[src/rtl/reset_request_ctrl_pkg.sv]
// ---------------------------------------------------------------------------
// reset_req_pkg
//   Shared types and constants for the fabric reset request controller.
//   - state_t      : controller FSM states
//   - CAUSE_*      : bit positions of the request sources in REQ / CAUSE
//   - max3()       : helper used to size the shared down-counter
// ---------------------------------------------------------------------------
package reset_req_pkg;

    typedef enum logic [2:0] {
        IDLE     = 3'd0,
        ASSERT   = 3'd1,
        WAIT_ACK = 3'd2,
        RELEASE  = 3'd3,
        HOLDOFF  = 3'd4
    } state_t;

    localparam int CAUSE_SW   = 0;
    localparam int CAUSE_WDOG = 1;
    localparam int CAUSE_PLL  = 2;
    localparam int CAUSE_DBG  = 3;

    function automatic int max3(input int a, input int b, input int c);
        int m;
        m = (a > b) ? a : b;
        return (m > c) ? m : c;
    endfunction

endpackage

[src/rtl/reset_request_ctrl_sync_2ff.sv]
// ---------------------------------------------------------------------------
// sync_2ff
//   Two-flop synchronizer with asynchronous active-low reset to RESET_VAL.
//   Ports:
//     i_clk   : destination clock
//     i_rst_n : asynchronous active-low reset
//     i_d     : asynchronous input
//     o_q     : synchronized output (2-cycle latency)
// ---------------------------------------------------------------------------
module sync_2ff #(
    parameter logic RESET_VAL = 1'b1
) (
    input  logic i_clk,
    input  logic i_rst_n,
    input  logic i_d,
    output logic o_q
);

    logic r_meta;
    logic r_sync;

    always_ff @(posedge i_clk or negedge i_rst_n) begin
        if (!i_rst_n) begin
            r_meta <= RESET_VAL;
            r_sync <= RESET_VAL;
        end else begin
            r_meta <= i_d;
            r_sync <= r_meta;
        end
    end

    assign o_q = r_sync;

endmodule

[src/rtl/reset_request_ctrl.sv]
// ---------------------------------------------------------------------------
// reset_request_ctrl
//   Initiator side of the fabric reset path. Collects level-sensitive reset
//   requests, drives CORERESET_PF EXT_RST_N, checks that FABRIC_RESET_N
//   asserts and releases in response, and keeps a cause record that lives in
//   the always-on domain (never reset by FABRIC_RESET_N).
//
//   Handshake: EXT_RST_N low is the request, FABRIC_RESET_N (synchronized to
//   ack_n) low is the acknowledge. The request is held low for at least
//   ASSERT_CYCLES and until ack_n is seen low (or ACK_TIMEOUT expires); after
//   EXT_RST_N returns high the block waits for ack_n high (or ACK_TIMEOUT),
//   then stays busy for HOLDOFF_CYCLES before taking new requests.
//
//   Ports:
//     CLK            : system clock shared with CORERESET_PF
//     RESET_N        : asynchronous active-low reset (POR / INIT_DONE)
//     REQ            : level reset requests, one bit per source
//     REQ_MASK       : 1 masks the corresponding request
//     FABRIC_RESET_N : CORERESET_PF fabric reset, used as acknowledge
//     CAUSE_CLR      : pulse, clears CAUSE and TIMEOUT_ERR
//     EXT_RST_N      : registered reset request to CORERESET_PF
//     BUSY           : high whenever the FSM is not in IDLE
//     CAUSE          : sticky request bits of the last reset event
//     TIMEOUT_ERR    : sticky, set when an acknowledge edge times out
//     RST_COUNT      : reset events seen, saturating at 255
//     DBG_STATE      : current FSM state for observation
// ---------------------------------------------------------------------------
module reset_request_ctrl
    import reset_req_pkg::*;
#(
    parameter int NUM_REQ        = 4,
    parameter int ASSERT_CYCLES  = 16,
    parameter int ACK_TIMEOUT    = 256,
    parameter int HOLDOFF_CYCLES = 64
) (
    input  logic               CLK,
    input  logic               RESET_N,
    input  logic [NUM_REQ-1:0] REQ,
    input  logic [NUM_REQ-1:0] REQ_MASK,
    input  logic               FABRIC_RESET_N,
    input  logic               CAUSE_CLR,
    output logic               EXT_RST_N,
    output logic               BUSY,
    output logic [NUM_REQ-1:0] CAUSE,
    output logic               TIMEOUT_ERR,
    output logic [7:0]         RST_COUNT,
    output state_t             DBG_STATE
);

    localparam int CNT_W = $clog2(max3(ASSERT_CYCLES, ACK_TIMEOUT, HOLDOFF_CYCLES)) + 1;

    // Counter load values: a state loaded with N-1 lasts exactly N cycles,
    // leaving on the cycle the counter reads zero.
    localparam logic [CNT_W-1:0] LD_ASSERT  = CNT_W'(ASSERT_CYCLES - 1);
    localparam logic [CNT_W-1:0] LD_ACK     = CNT_W'(ACK_TIMEOUT - 1);
    localparam logic [CNT_W-1:0] LD_HOLDOFF = CNT_W'(HOLDOFF_CYCLES - 1);

    state_t             r_state;
    logic [CNT_W-1:0]   r_cnt;
    logic               r_ack_seen;
    logic               r_ext_rst_n;
    logic [NUM_REQ-1:0] r_cause;
    logic               r_timeout_err;
    logic [7:0]         r_rst_count;

    state_t             w_next_state;
    logic [CNT_W-1:0]   w_cnt_next;
    logic               w_ack_seen_next;
    logic               w_timeout_set;
    logic               w_capture;
    logic               w_merge;
    logic               w_ack_n;
    logic [NUM_REQ-1:0] w_hit;
    logic               w_cnt_zero;

    sync_2ff #(
        .RESET_VAL (1'b1)
    ) u_ack_sync (
        .i_clk   (CLK),
        .i_rst_n (RESET_N),
        .i_d     (FABRIC_RESET_N),
        .o_q     (w_ack_n)
    );

    assign w_hit      = REQ & ~REQ_MASK;
    assign w_cnt_zero = (r_cnt == '0);

    // -----------------------------------------------------------------------
    // Next-state / control decode
    // -----------------------------------------------------------------------
    always_comb begin
        w_next_state    = r_state;
        w_cnt_next      = r_cnt;
        w_ack_seen_next = r_ack_seen;
        w_timeout_set   = 1'b0;
        w_capture       = 1'b0;
        w_merge         = 1'b0;

        case (r_state)
            IDLE: begin
                if (w_hit != '0) begin
                    w_capture       = 1'b1;
                    w_ack_seen_next = 1'b0;
                    w_cnt_next      = LD_ASSERT;
                    w_next_state    = ASSERT;
                end
            end

            ASSERT: begin
                w_merge = 1'b1;
                if (!w_ack_n) begin
                    w_ack_seen_next = 1'b1;
                end
                if (w_cnt_zero) begin
                    w_cnt_next = LD_ACK;
                    // An acknowledge arriving on the final cycle still counts.
                    if (r_ack_seen || !w_ack_n) begin
                        w_next_state = RELEASE;
                    end else begin
                        w_next_state = WAIT_ACK;
                    end
                end else begin
                    w_cnt_next = r_cnt - CNT_W'(1);
                end
            end

            WAIT_ACK: begin
                w_merge = 1'b1;
                if (!w_ack_n) begin
                    w_cnt_next   = LD_ACK;
                    w_next_state = RELEASE;
                end else if (w_cnt_zero) begin
                    w_timeout_set = 1'b1;
                    w_cnt_next    = LD_ACK;
                    w_next_state  = RELEASE;
                end else begin
                    w_cnt_next = r_cnt - CNT_W'(1);
                end
            end

            RELEASE: begin
                if (w_ack_n) begin
                    w_cnt_next   = LD_HOLDOFF;
                    w_next_state = HOLDOFF;
                end else if (w_cnt_zero) begin
                    w_timeout_set = 1'b1;
                    w_cnt_next    = LD_HOLDOFF;
                    w_next_state  = HOLDOFF;
                end else begin
                    w_cnt_next = r_cnt - CNT_W'(1);
                end
            end

            HOLDOFF: begin
                if (w_cnt_zero) begin
                    w_next_state = IDLE;
                end else begin
                    w_cnt_next = r_cnt - CNT_W'(1);
                end
            end

            default: begin
                w_next_state = IDLE;
            end
        endcase
    end

    // -----------------------------------------------------------------------
    // FSM, counter and registered request output
    // -----------------------------------------------------------------------
    always_ff @(posedge CLK or negedge RESET_N) begin
        if (!RESET_N) begin
            r_state     <= IDLE;
            r_cnt       <= '0;
            r_ack_seen  <= 1'b0;
            r_ext_rst_n <= 1'b1;
        end else begin
            r_state     <= w_next_state;
            r_cnt       <= w_cnt_next;
            r_ack_seen  <= w_ack_seen_next;
            // Registered from the next state so the pin changes on the same
            // edge the FSM enters/leaves the request-low states.
            r_ext_rst_n <= !((w_next_state == ASSERT) || (w_next_state == WAIT_ACK));
        end
    end

    // -----------------------------------------------------------------------
    // Sticky status
    // -----------------------------------------------------------------------
    always_ff @(posedge CLK or negedge RESET_N) begin
        if (!RESET_N) begin
            r_cause       <= '0;
            r_timeout_err <= 1'b0;
            r_rst_count   <= 8'd0;
        end else begin
            // A capture in IDLE takes priority over a simultaneous clear; a
            // clear during a merge wipes the old record before the current
            // hit is OR'ed in.
            if (w_capture) begin
                r_cause <= w_hit;
            end else if (w_merge) begin
                r_cause <= (CAUSE_CLR ? '0 : r_cause) | w_hit;
            end else if (CAUSE_CLR) begin
                r_cause <= '0;
            end

            if (w_timeout_set) begin
                r_timeout_err <= 1'b1;
            end else if (CAUSE_CLR) begin
                r_timeout_err <= 1'b0;
            end

            if (w_capture && (r_rst_count != 8'hFF)) begin
                r_rst_count <= r_rst_count + 8'd1;
            end
        end
    end

    assign EXT_RST_N   = r_ext_rst_n;
    assign BUSY        = (r_state != IDLE);
    assign CAUSE       = r_cause;
    assign TIMEOUT_ERR = r_timeout_err;
    assign RST_COUNT   = r_rst_count;
    assign DBG_STATE   = r_state;

endmodule
[config.mk]
export PLATFORM = sky130hd
export DESIGN_NAME = reset_request_ctrl
export DESIGN_NICKNAME = d
export VERILOG_FILES = /design/src/rtl/reset_request_ctrl_pkg.sv /design/src/rtl/reset_request_ctrl_sync_2ff.sv /design/src/rtl/reset_request_ctrl.sv
export SDC_FILE = /design/constraint.sdc
export NUM_CORES = 1
export LEC_CHECK = 0
export ABC_AREA = 1
export CAP_MARGIN = 25
export CORE_MARGIN = 2
export CORE_UTILIZATION = 44
export CTS_BUF_LIST = sky130_fd_sc_hd__clkbuf_8 sky130_fd_sc_hd__clkbuf_16
export CTS_CLUSTER_SIZE = 8
export DETAILED_ROUTE_END_ITERATION = 12
export DONT_BUFFER_PORTS = 1
export MAX_ROUTING_LAYER = met4
export SETUP_SLACK_MARGIN = 0.3
export SLEW_MARGIN = 0
export SYNTH_ARGS = -nofsm -noshare
export SYNTH_HDL_FRONTEND = slang
export SYNTH_SLANG_ARGS = --single-unit
[constraint.sdc]
create_clock -name CLK -period 1.7 [get_ports CLK]
set_clock_uncertainty 0.15 [all_clocks]
set_input_delay 0.255 -clock CLK [delete_from_list [all_inputs] [get_ports CLK]]
set_output_delay 0.255 -clock CLK [all_outputs]
set_load 0.02 [all_outputs]
==> results of run 1 <==
-- power breakdown --
group | internal (mW) | switching [mW]
Combinational | 0.0214 | 0.0323
Sequential | 0.703 | 0.0177
Clock | 0.327 | 0.278
-- through the flow --
stage | worst slack, ns | instances | total power [mW] | util (%) | hold slack, ns
after floorplan | 0.1579 | 233 | 0.7514 | - | -0.1906
final | 0.1051 | 330 | 1.380 | 65.51 | 0.01990
after global routing | 0.01265 | 330 | 1.440 | 65.51 | 0.04449
after detailed placement | 0.04524 | 293 | 0.7587 | 52.77 | -0.1898
after CTS | 0.1449 | 325 | 1.405 | 62.67 | 0.01461
after global placement | 0.06074 | 293 | 0.7579 | 52.77 | -0.1902
-- area by class of cell --
cell class	instances	area share (%)
Inverter	32	5.408
Sequential cell	29	30.00
Clock buffer	6	3.367
Tap cell	48	2.449
Timing Repair Buffer	41	14.08
Clock inverter	2	0.5612
Multi-Input combinational cell	172	44.13
-- sequential cells by signal, indices dropped and copies added (netlist names) --
signal,count
r_ack_seen,1
u_ack_sync.r_meta,1
DBG_STATE,3
EXT_RST_N,1
u_ack_sync.o_q,1
CAUSE,4
RST_COUNT,8
r_cnt,9
TIMEOUT_ERR,1
-- cells in the final DEF, fill, tap and decap left out, types with 2 or more instances in the layout --
| master | n |
|---|---|
| sky130_fd_sc_hd__inv_1 | 22 |
| sky130_fd_sc_hd__dfstp_2 | 3 |
| sky130_fd_sc_hd__dfrtp_1 | 21 |
| sky130_fd_sc_hd__nand4_1 | 3 |
| sky130_fd_sc_hd__inv_4 | 2 |
| sky130_fd_sc_hd__buf_4 | 30 |
| sky130_fd_sc_hd__nand3_2 | 7 |
| sky130_fd_sc_hd__a21oi_1 | 4 |
| sky130_fd_sc_hd__a21oi_2 | 2 |
| sky130_fd_sc_hd__o21ai_0 | 8 |
| sky130_fd_sc_hd__clkbuf_8 | 6 |
| sky130_fd_sc_hd__xnor2_1 | 3 |
| sky130_fd_sc_hd__nor3_4 | 2 |
| sky130_fd_sc_hd__o21ai_1 | 9 |
| sky130_fd_sc_hd__buf_6 | 4 |
| sky130_fd_sc_hd__inv_2 | 6 |
| sky130_fd_sc_hd__nor2_1 | 9 |
| sky130_fd_sc_hd__nor2_4 | 3 |
| sky130_fd_sc_hd__dfrtp_2 | 5 |
| sky130_fd_sc_hd__nand2_2 | 17 |
| sky130_fd_sc_hd__nand3b_1 | 2 |
| sky130_fd_sc_hd__nand2_4 | 6 |
| sky130_fd_sc_hd__nand2_1 | 66 |
| sky130_fd_sc_hd__nand3_1 | 8 |
| sky130_fd_sc_hd__xor2_1 | 6 |
| sky130_fd_sc_hd__nand3_4 | 4 |
| sky130_fd_sc_hd__nor2_2 | 5 |
| sky130_fd_sc_hd__ha_4 | 2 |
| sky130_fd_sc_hd__dlygate4sd3_1 | 5 |
-- critical path, cell delays in order (launching register included) --
cell and delay, ns:
sky130_fd_sc_hd__dfrtp_2 0.53, sky130_fd_sc_hd__inv_4 0.15, sky130_fd_sc_hd__nand2_1 0.11, sky130_fd_sc_hd__nand2_2 0.07, sky130_fd_sc_hd__nand2_1 0.06, sky130_fd_sc_hd__inv_1 0.10, sky130_fd_sc_hd__o21ai_1 0.10, sky130_fd_sc_hd__o21ai_1 0.15
sky130_fd_sc_hd__nand2_1 0.07
-- path summary, 6_finish.rpt --
kind                                         from              to  slack, ns  cells past startpoint
worst min register to register  u_ack_sync.r_meta  u_ack_sync.o_q       0.20                      0
worst max register to register       DBG_STATE[2]        r_cnt[2]       0.11                      8
worst max-delay path                 DBG_STATE[2]        r_cnt[2]       0.11                      8
max in group asynchronous                 RESET_N       EXT_RST_N       0.90                      2
worst min-delay path                       REQ[0]        CAUSE[0]       0.02                      2
min in group asynchronous                 RESET_N        r_cnt[0]       0.27                      2
-- what timing repair did --
item,in CTS,in global routing
endpoints found under the setup margin,26,28
endpoints found under the hold margin,33,0
pin swaps,8,8
setup buffers,17,5
hold buffers,6,0
cloned,1,0
resized for setup,22,19
-- cell families after synthesis --
kind of cell,count (synthesis),synth area share (%)
AND/OR/NAND/NOR,133,36.31
buffers and inverters,33,7.632
AO/OA/AOI/OAI,27,8.560
adder cells (fa/ha/maj),2,1.426
flip-flops,29,41.58
XOR/XNOR,9,4.494
-- layer usage --
metal / vias up / global-route usage [%] / routed length [µm]
met4: 0 / 9.949 / 73
met2: 34 / 35.89 / 2160
met3: 6 / 4.667 / 131
met1: 773 / 28.09 / 2055
li1: 837 / - / -
met5: - / - / 0
==> results.md, run 1 <==
* Number of top-level pins at 30
* Final WL at ~4400 µm
* Leakage dissipation at about 1.3 nW
* GR Util All Layers at between 20% and 30%
* Worst VDD drop at around 0.00051 V
* Status: finished, final reports clean
* Initial antenna violation count at 0
* Number of violations of the max-capacitance limit at 0
* Clock-pin slew reported for the worst setup and hold paths after clock tree synthesis at around 0.07 ns
* Clock latency at the later pin of the worst-skew pair at 0.28 ns
* TritonCTS clock tree: built
* Average detailed-routed wire length per instance at ~13 µm
* Clock tree buffer depth at 2
* Type of the setup path with the least slack: reg2reg
* Die Span Y at around 67 µm
* Core region area at ~3700 µm²
* Worst endpoint data arrival time at 1.62 ns
* Die Wd at 67.14 µm
* Number of diodes at 0
* Clock H-tree levels at 2
* Effective utilization at floorplan at 46.86%
* Flip-flop and latch count after synthesis at 29
* Most area-consuming cells after synthesis: sky130_fd_sc_hd__dfrtp_1 37%, sky130_fd_sc_hd__nand2_1 17%, sky130_fd_sc_hd__inv_1 5.3%, sky130_fd_sc_hd__dfstp_2 4.5%, sky130_fd_sc_hd__nand3_1 4.3%
* Netlist Area Pre-Place at between 1500 and 2000 µm²
* Max-slew violation total from the final report at 0
* Hold Fails Final Rpt at 0
* Time the final worst path needs with I/O delays and setup at roughly 1.6 ns
* Iter 0 DRT Violations at about 160
* Kind of start point of the critical path: register
* Worst-case headroom to the max-slew limit at roughly 77%
* # port buffers at 0
* Area fraction of the dominant cell type after synthesis at 37.09%
* Area occupied by multi-input gates at around 1100 µm²
* Fraction of final layout cells sized beyond drive strength 1 at 39.72%
* Final setup TNS at 0 ns
* First drt pass iteration count at 4
* Post-synthesis sequential area ratio at 41.58%
* Syn_area_per_cell at 7.529 µm²
* Most common cell in the netlist: sky130_fd_sc_hd__nand2_1
* Most instantiated flip-flop cell in the synthesis netlist: sky130_fd_sc_hd__dfrtp_1
* RSZ-0062 raised after global routing: true
* Standard-cell row count at 22
* TritonCTS buffer count at 5
* Fmax at around 0.63 GHz
* Clock Sink Count at 29
* Total gr overflow at 0
* Tcrit/Tclk final at about 94%
* Final Wtd Congestion at ~0.9
* CP Capture Type: register
* Commonest cells in the synthesized netlist: 80 x sky130_fd_sc_hd__nand2_1, 26 x sky130_fd_sc_hd__dfrtp_1, 25 x sky130_fd_sc_hd__inv_1
* Post-route DRC at 0
* Total die area at roughly 4500 µm²
* Post-layout net count at roughly 300
* Pwr Density at ~560 nW/µm²
* Post-DP HPWL at 2888 µm
* Count of filler cells inserted in the layout at between 300 and 400
* Required arrival time at the worst endpoint at roughly 1.7 ns
* Final setup violation count at 0
* Clock Tree Root: sky130_fd_sc_hd__clkbuf_8
* Transition time of the tightest slew-check pin at between 0.3 and 0.4 ns
* Async set-reset flop share out of synthesis at 100.0%
* Distinct cell type count after synthesis at 30
* Synth warn at 0
* Final cell area excluding filler cells at between 2000 and 2500 µm²
* Global-route wire length before repair at approximately 7300 µm
* Layout-stage area growth over the synthesis result at 39.80%
* Maximum fanout along the worst path at 7
* Path class of the lowest-slack min-delay path: in2reg
* Total via count in the routed design at 1650
* Number of cells produced by synthesis at between 200 and 250
* Total area of sequential cells at 735.7 µm²
* Vias per inst at approximately 5.0
* Post-detailed-placement cell area at around 2000 µm²
* Syn_nets at 247
* Pin count of the biggest net entering global routing at 30
* Post-synth EDFFs at 0
* Final antenna-violating net count at 0
* Number of global-route vias before repair at between 1500 and 2000
* Largest area contributor in the synthesized netlist: sky130_fd_sc_hd__dfrtp_1
Note: power is estimated with default switching activity, not from simulation.
==> run 2, diff against run 1 <==
ABC_AREA = 0   (was 1)
RECOVER_POWER = 100   (was default)
SYNTH_HIERARCHICAL = 1   (was default)
==> results.md, run 2 <==
* Status: finished with violations
* Failing checks: negative setup slack
* Share of total power in combinational logic at about 6.0%
* Fmax at ~0.49 GHz
* Syn_area_per_cell at slightly below 10 µm²
* Worst VDD drop at approximately 0.0006 V
* Post-place setup slack at -0.3329 ns
* Kind of start point of the critical path: register
* Initial antenna violation count at 0
* Cell family contributing the most delay on the critical path: simple AND/OR/NAND/NOR gates
* Average detailed-routed wire length per instance at ~18 µm
* Max FFs per register at 9
* Layout-stage area growth over the synthesis result at 59.19%
* Vias per inst at 5.850
* Clock Tree Root: sky130_fd_sc_hd__clkbuf_8
* Commonest non-fill, non-tap cell in the layout: sky130_fd_sc_hd__buf_4
* TritonCTS clock tree: built
* Clock H-tree levels at 2
* Delay of the slowest critical-path stage at around 0.42 ns
* Post-synthesis sequential area ratio at between 40% and 50%
* Number of global-route vias before repair at 1941
* Flip-flop and latch count after synthesis at 29
* Distinct cell type count after synthesis at 58
* Reg with most FFs: r_cnt
* Pwr Density at just under 500 nW/µm²
* Async set-reset flop share out of synthesis at 100.0%
* Count of cells along the worst hold path at 2
* Count of cells along the worst register-to-register path at 8
* Die Wd at 67.90 µm
* Required arrival time at the worst endpoint at 1.71 ns
* Hold WS at approximately 0.044 ns
* Largest area contributor in the synthesized netlist: sky130_fd_sc_hd__dfrtp_1
* Global-route wire length before repair at about 9200 µm
* Clock-pin slew reported for the worst setup and hold paths after clock tree synthesis at 0.07 ns
* Number of violations of the max-capacitance limit at 0
* Die Span Y at between 60 and 70 µm
* Worst-case headroom to the max-slew limit at 52.53%
* Area fraction of the dominant cell type after synthesis at 36.21%
* Total via count in the routed design at 1872
* Number of top-level pins at 30
* Most area-consuming cells after synthesis: sky130_fd_sc_hd__dfrtp_1 36%, sky130_fd_sc_hd__dfstp_2 4.4%, sky130_fd_sc_hd__xnor2_1 4.4%, sky130_fd_sc_hd__nor3_1 3.3%, sky130_fd_sc_hd__o21ai_0 2.8%
* Final cell area excluding filler cells at roughly 2900 µm²
* Netlist Area Pre-Place at between 1500 and 2000 µm²
* Pin count of the biggest net entering global routing at 30
* Post-layout net count at between 200 and 300
* Final WL at ~5600 µm
* Worst hold path startpoint: CAUSE_CLR
* Syn_nets at about 200
* Share of total power in sequential cells at about 52%
* RSZ-0062 raised after global routing: true
* Synth warn at 6
* WHS Endpoint: CAUSE[1]
* GR Util All Layers at between 20% and 30%
* Highest-count cells in the layout ignoring fill and taps: 54 x sky130_fd_sc_hd__buf_4, 25 x sky130_fd_sc_hd__dfrtp_1, 16 x sky130_fd_sc_hd__buf_6
* Cell count after placement at around 300
* Worst endpoint data arrival time at 2.05 ns
* Cell Chain, Critical Path: nor4_4 -> buf_4 -> buf_6 -> buf_12 -> and3_4 -> o21bai_1 -> o2111ai_1 -> o311ai_1
* Buffers plus inverters on the worst setup path at 3
* Iter 0 DRT Violations at 180
* Time the final worst path needs with I/O delays and setup at between 2 and 2.5 ns
* CP max stage cell: sky130_fd_sc_hd__dfrtp_1
* Total gr overflow at 0
* # port buffers at 0
* Number of diodes at 0
* Maximum fanout along the worst path at 4
* Standard-cell row count at 23
* Post-route non-filler standard cell count at 320
* Final setup violation count at 26
* Worst reg2reg path startpoint: r_cnt[5]
* Sw frac at 25.76%
* Leakage dissipation at 1.253 nW
* Path class of the lowest-slack min-delay path: in2reg
* Worst path setup slack after routing at -0.3361 ns
* Transition time of the tightest slew-check pin at around 0.71 ns
* Final setup TNS at -5.327 ns
* Final antenna-violating net count at 0
* Tcrit/Tclk final at 119.8%
* Effective utilization at floorplan at between 40% and 50%
* Clock latency at the later pin of the worst-skew pair at ~0.29 ns
* Post-route DRC at 0
* Type of the setup path with the least slack: reg2reg
* Number of cells produced by synthesis at between 150 and 200
* Most common cell in the netlist: sky130_fd_sc_hd__dfrtp_1
* Cell internal pwr at 1.022 mW
* TritonCTS buffer count at 5
* Flop2flop setup slack at -0.34 ns
* Clock Sink Count at 29
* Worst setup path startpoint: r_cnt[5]
* Final Wtd Congestion at a little over 1
* Clock power frac at 41.6%
* Most instantiated flip-flop cell in the synthesis netlist: sky130_fd_sc_hd__dfrtp_1
* Capture point of the worst reg-to-reg path: r_cnt[7]
* Fraction of final layout cells sized beyond drive strength 1 at 50.37%
* First drt pass iteration count at 4
* Clock tree buffer depth at 2
* CP Capture Type: register
* Switching Power at about 0.35 mW
* Total die area at about 4600 µm²
* Hold Fails Final Rpt at 0
* Post-DP HPWL at between 4000 and 5000 µm
* Core region area at between 3000 and 4000 µm²
* Post-synth EDFFs at 0
* Max-slew violation total from the final report at 0
* Post-detailed-placement cell area at between 2000 and 2500 µm²
* Commonest cells in the synthesized netlist: 26 x sky130_fd_sc_hd__dfrtp_1, 12 x sky130_fd_sc_hd__nand2_1, 12 x sky130_fd_sc_hd__nor3_1
==> run 2: layout make-up <==
class                           count  area [µm²]
Tap cell                           50       62.56
Multi-Input combinational cell    137        1241
Fill cell                         286        1111
Sequential cell                    29       730.7
Inverter                           11       43.79
Clock buffer                        5       68.82
Timing Repair Buffer               85       695.7
Clock inverter                      3       17.52
==> run 2: kinds of logic (layout without fill, tap and decap cells) <==
family	Yosys count	in the layout	synth area share (%)
buffers and inverters	18	104	5.919
adders and majority gates	2	2	1.393
AOI/OAI and AO/OA	55	55	23.40
xor gates and xnor gates	10	10	4.875
muxes	1	1	0.6267
and+or+nand+nor	69	69	23.19
DFF	29	29	40.60
==> run 2: through the flow <==
step                      power (mW)  util [%]
final                          1.377     72.02
after global routing           1.425     72.02
after CTS                      1.383     71.17
after detailed placement      0.7888     60.11
after global placement        0.7872     60.11
after floorplan               0.7652         -
==> run 2: worst max path at each step <==
stage | end | slack (ns) | depth (start not counted)
floorplan | r_cnt[3] | -0.32 | 6
global route | r_cnt[6] | -0.41 | 7
CTS | r_cnt[4] | -0.31 | 5
global placement | r_cnt[6] | -0.27 | 6
detailed placement | EXT_RST_N | -0.33 | 6
finish | r_cnt[7] | -0.34 | 8
==> run 2: metal layers <==
| layer | routed length (µm) | global-route usage [%] |
|---|---|---|
| met5 | 0 | - |
| met4 | 208 | 12.50 |
| met3 | 328 | 7.566 |
| met2 | 2843 | 44.73 |
| met1 | 2268 | 33.93 |
==> run 2: repair_timing <==
action,4_1_cts,5_1_grt
endpoints found under the setup margin,31,30
pin swaps,18,10
setup buffers,9,4
hold endpoints to repair,31,0
hold buffers,4,0
gates resized for setup,54,15
==> run 2: power groups by stage <==
stage / Combinational (mW) / Sequential (mW) / Clock (mW)
final: 0.0833 / 0.721 / 0.572
after global routing: 0.0908 / 0.722 / 0.612
after CTS: 0.0843 / 0.721 / 0.578
after detailed placement: 0.0547 / 0.734 / 0
after global placement: 0.0531 / 0.734 / 0
after floorplan: 0.0341 / 0.731 / 0
